==> src/rtl/call_stack.sv <==
// Return-address LIFO (DEPTH x AW) with sticky overflow/underflow flags; optional macro CALL_STACK_WRAP_EN.
// Latency: a push is visible on top_addr the cycle after it is clocked in; top_addr is combinational from the array.
// Backpressure: none; a push when full is dropped (or overwrites the oldest entry under CALL_STACK_WRAP_EN) and sets overflow.
module call_stack #(
    parameter int DEPTH = 4,
    parameter int AW    = 8
) (
    input  logic          clk,
    input  logic          rst,
    input  logic          push,
    input  logic          pop,
    input  logic [AW-1:0] push_addr,
    output logic [AW-1:0] top_addr,
    output logic [4:0]    count,
    output logic          full,
    output logic          empty,
    output logic          overflow,
    output logic          underflow
);

    localparam int             SPW     = (DEPTH > 1) ? $clog2(DEPTH) : 1;
    localparam logic [SPW-1:0] SP_LAST = SPW'(DEPTH - 1);
    localparam logic [4:0]     DEPTH_C = 5'(DEPTH);

    typedef enum logic [1:0] {
        EMPTY,
        PARTIAL,
        FULL
    } state_e;

    logic [AW-1:0]  mem_q [DEPTH];
    logic [SPW-1:0] sp_q, sp_d;
    logic [4:0]     count_q, count_d;
    logic           ovf_q, ovf_d;
    logic           udf_q, udf_d;

    logic [SPW-1:0] sp_inc, sp_dec;
    logic           wr_en;
    logic [SPW-1:0] wr_idx;
    logic [AW-1:0]  wr_dat;
    state_e         state;

    // The state register is count itself; the enum is a decoded view of it.
    always_comb begin
        if (count_q == 5'd0) begin
            state = EMPTY;
        end else if (count_q == DEPTH_C) begin
            state = FULL;
        end else begin
            state = PARTIAL;
        end
    end

    always_comb begin
        sp_inc = (sp_q == SP_LAST) ? '0 : sp_q + 1'b1;
        sp_dec = (sp_q == '0) ? SP_LAST : sp_q - 1'b1;
    end

    always_comb begin
        sp_d    = sp_q;
        count_d = count_q;
        ovf_d   = ovf_q;
        udf_d   = udf_q;
        wr_en   = 1'b0;
        wr_idx  = sp_q;
        wr_dat  = push_addr;

        case (state)
            EMPTY: begin
                if (push) begin
                    wr_en   = 1'b1;
                    sp_d    = sp_inc;
                    count_d = count_q + 5'd1;
                end else if (pop) begin
                    udf_d = 1'b1;
                end
            end
            PARTIAL: begin
                if (push && pop) begin
                    wr_en  = 1'b1;
                    wr_idx = sp_dec;
                end else if (push) begin
                    wr_en   = 1'b1;
                    sp_d    = sp_inc;
                    count_d = count_q + 5'd1;
                end else if (pop) begin
                    sp_d    = sp_dec;
                    count_d = count_q - 5'd1;
                end
            end
            FULL: begin
                if (push && pop) begin
                    wr_en  = 1'b1;
                    wr_idx = sp_dec;
                end else if (push) begin
                    ovf_d = 1'b1;
`ifdef CALL_STACK_WRAP_EN
                    // sp points at the oldest entry when full, so this evicts it.
                    wr_en = 1'b1;
                    sp_d  = sp_inc;
`endif
                end else if (pop) begin
                    sp_d    = sp_dec;
                    count_d = count_q - 5'd1;
                end
            end
            default: begin
                sp_d    = sp_q;
                count_d = count_q;
            end
        endcase
    end

    always_ff @(posedge clk or posedge rst) begin
        if (rst) begin
            sp_q    <= '0;
            count_q <= '0;
            ovf_q   <= 1'b0;
            udf_q   <= 1'b0;
        end else begin
            sp_q    <= sp_d;
            count_q <= count_d;
            ovf_q   <= ovf_d;
            udf_q   <= udf_d;
        end
    end

    // Array is not cleared; a write coinciding with reset is discarded.
    always_ff @(posedge clk) begin
        if (wr_en && !rst) begin
            mem_q[wr_idx] <= wr_dat;
        end
    end

    assign top_addr  = (count_q == 5'd0) ? '0 : mem_q[sp_dec];
    assign count     = count_q;
    assign full      = (count_q == DEPTH_C);
    assign empty     = (count_q == 5'd0);
    assign overflow  = ovf_q;
    assign underflow = udf_q;

endmodule

==> config.mk <==
export PLATFORM = sky130hd
export DESIGN_NAME = call_stack
export DESIGN_NICKNAME = d
export VERILOG_FILES = /design/src/rtl/call_stack.sv
export SDC_FILE = /design/constraint.sdc
export NUM_CORES = 1
export LEC_CHECK = 0
export CORE_MARGIN = 2
export CORE_UTILIZATION = 58
export DETAILED_ROUTE_END_ITERATION = 6
export PLACE_DENSITY = 0.81
export SLEW_MARGIN = 30
export SYNTH_ARGS = -nofsm -noshare
export SYNTH_HDL_FRONTEND = slang
export SYNTH_SLANG_ARGS = --single-unit
==> constraint.sdc <==
create_clock -name clk -period 5.7 [get_ports clk]
set_input_delay 1.14 -clock clk [delete_from_list [all_inputs] [get_ports clk]]
set_output_delay 1.14 -clock clk [all_outputs]
set_load 0.005 [all_outputs]
==> impl_metrics.tcl <==
set metrics [dict create \
    avgViaCountPerCell 6.12 \
    yosys.area.top_type "edfxtp_1" \
    grt_start_max_net_pins 14 \
    yosysMostFrequentCell "edfxtp_1" \
    finalSetupViolCount 0 \
    fin_crit_sh_pct 73.8 \
    reg2reg_to "mem_q[3][7]" \
    status "finished, final reports clean" \
    seq_power_share_pct 37.5 \
    finalHoldViolCount 0 \
    io_buffers 28 \
    relSlewSlack_pct 42.0 \
    cts_buffers 5 \
    cts_tree "yes" \
    first_pass_iters 5 \
    grt_pass1_vias 1306 \
    syn-num-nets 157 \
    post-route-min-period_ns 4.20 \
    worstHoldPathType "reg -> reg" \
    ys_top_cells_by_count "32 x edfxtp_1, 9 x dfrtp_1, 8 x and2_1, 7 x mux4_1, 7 x nand2_1" \
    initial_core_util_pct 60.4 \
    maxCapViolations 0 \
    netlist_area_um2 2020 \
    root_buffer "clkbuf_4" \
    core_um2 3340 \
    antenna_left 0 \
    wl_met3_um 171 \
    cts_max_level 2 \
    area_delta_synth_final_pct 18.7 \
    r2r_setup_slack_ns 2.69 \
    clock.fmax_ghz 0.238 \
    met1_length_mm 1.72 \
    grt_overflow 0 \
    async_reset_ff_share_pct 22.0 \
    powerDensity_nw_per_um2 503 \
    synth_ff_type "edfxtp_1" \
    yosys_warnings 0 \
    synth_area_leaders "edfxtp_1 48%, dfrtp_1 11%, mux4_1 9.1%, ha_1 3.1%, and2_1 2.5%" \
    antenna_found_initial 0 \
    synth.top_cell.area_share_pct 47.7 \
    synth_edf_count 32 \
    power.share.clock_pct 14.2 \
    cp-start-kind "flip-flop" \
    switching_share_pct 33.6 \
    fin_tns_setup_ns 0 \
    dieHeight_um 63.0 \
    route.detailed.drc 0 \
    crit_arrival_ns 3.06 \
    p_comb_share_pct 48.3 \
    avgSynthCellArea_um2 14.4 \
    crit_end "top_addr[6]" \
    track_usage_pct 22.5 \
    criticalPathCategory "reg -> out" \
    drv_slew 0 \
    cts.sinks 41 \
    vdd_drop_max_mv 0.284 \
    leakage_nw 0.848 \
    place_inst 208 \
    hold_depth 1 \
    rr_startpoint "count[1]" \
    switching_power_uw 405 \
    drive_gt1_share_pct 9.41 \
    wirelength_mm 4.02 \
    stdcell_area_um2 2390 \
    final_cells 216 \
    worstPathRequired_ns 4.56 \
    antenna_cells 0 \
    die_width_um 63.0 \
    setup_slack_ns 1.50 \
    post-cts-setup-buffer-count 0 \
    synth_seq_area_share_pct 58.8 \
    routedWlPerCell_um 18.6 \
    clock_path_buffers 2 \
    rsz0062_at_grt "false" \
    grt_pass1_wl_mm 6.67 \
    clkTransAtPathRegs_ns 0.13 \
    vias 1321 \
    cts_resized 0 \
    clock_latency_ns 0.36 \
    topRoutingLayerUsed "met4" \
    drtIter0Drc 78 \
    nNetsFinal 186 \
    ys_types 45 \
    skew_ns 0.0146 \
    postPlaceCellArea_um2 2310 \
    reg2reg_depth 7 \
    cellInternalPower_uw 800 \
    gp_congestion 0.940 \
    critPathCaptureType "output port" \
    num-fill-cells 243 \
    wl_met2_mm 2.06 \
    synthCells 140 \
    critPathMaxFanout 10 \
    dp_slack_ns 1.98 \
    pin_count 29 \
    crit_start "sp_q[0]" \
    rows 21 \
    hold_buffers 0 \
    worst_pin_slew_ns 0.870 \
    dieArea_um2 3960 \
    dp_hpwl_mm 2.84 \
    yosys_register_bits 41 \
]
==> power by group through the flow <==
| stage | Sequential (mW) | Clock, mW | Combinational [mW] |
|---|---|---|---|
| floorplan | 0.438 | 0 | 0.344 |
| global placement | 0.451 | 0 | 0.566 |
| detailed placement | 0.457 | 0 | 0.581 |
| CTS | 0.450 | 0.175 | 0.586 |
| global route | 0.462 | 0.186 | 0.635 |
| finish | 0.451 | 0.171 | 0.582 |
==> placed cells by master (no fill, tap or decap), types with 2 or more instances in the layout <==
cell type / instances
edfxtp_1: 32
clkdlybuf4s50_1: 28
dfrtp_1: 9
and2_1: 8
nand2_1: 7
mux4_1: 7
o21ai_0: 6
inv_1: 6
nor2_1: 5
ha_1: 5
clkbuf_4: 5
o22ai_1: 4
nor2b_1: 3
nand3_1: 3
nand2b_1: 3
a21o_1: 3
o21a_1: 2
a21oi_1: 2
nand4_1: 2
o311ai_0: 2
clkbuf_8: 2
==> sequential cells by signal (all words and copies together) (netlist names) <==
register	count
sp_q	2
overflow	1
mem_q	32
count	5
underflow	1
==> area by class of cell <==
type / count / area [um2] / area share (%)
Sequential cell: 41 / 1190 / 49.6
Multi-Input combinational cell: 86 / 769 / 32.1
Timing Repair Buffer: 28 / 280 / 11.7
Tap cell: 46 / 57.6 / 2.40
Clock inverter: 1 / 8.76 / 0.366
Clock buffer: 7 / 65.1 / 2.72
Inverter: 7 / 26.3 / 1.10
==> metrics by stage <==
stage	hold WS, ns	util [%]	power, mW
2_1_floorplan	0.451	-	0.782
3_3_place_gp	0.438	69.3	1.02
3_5_place_dp	0.442	69.3	1.04
4_1_cts	0.469	71.5	1.21
5_1_grt	0.512	71.7	1.28
6_report	0.464	71.7	1.20
==> per-layer routing <==
layer,up-vias,track usage (%)
li1,614,-
met1,659,28.4
met2,42,38.0
met3,6,4.86
met4,0,8.33
met5,-,0
==> worst max-delay path, cell delays in order (launching register included) <==
cell	delay [ns]
dfrtp_1	0.51
inv_1	0.17
ha_1	0.25
nor2_2	0.52
mux4_1	0.64
and2_1	0.18
clkdlybuf4s50_1	0.44
==> cells by family (layout without fill, tap and decap cells) <==
| family | Yosys count | in the layout | share of synthesized area (%) |
|---|---|---|---|
| AOI/OAI and AO/OA | 30 | 30 | 11.6 |
| xor gates and xnor gates | 1 | 1 | 0.435 |
| adders and majority gates | 5 | 5 | 3.10 |
| buffers and inverters | 13 | 43 | 3.29 |
| DFF | 41 | 41 | 58.8 |
| muxes | 9 | 9 | 10.7 |
| and+or+nand+nor | 41 | 41 | 12.0 |
==> worst min path at each step <==
stage / from / slack [ns] / endpoint
6_report: underflow / 0.46 / underflow
5_1_grt: underflow / 0.51 / underflow
4_1_cts: underflow / 0.47 / underflow
3_5_place_dp: underflow / 0.44 / underflow
3_3_place_gp: underflow / 0.44 / underflow
2_1_floorplan: overflow / 0.45 / overflow
Power figures use the tool's default switching activity.
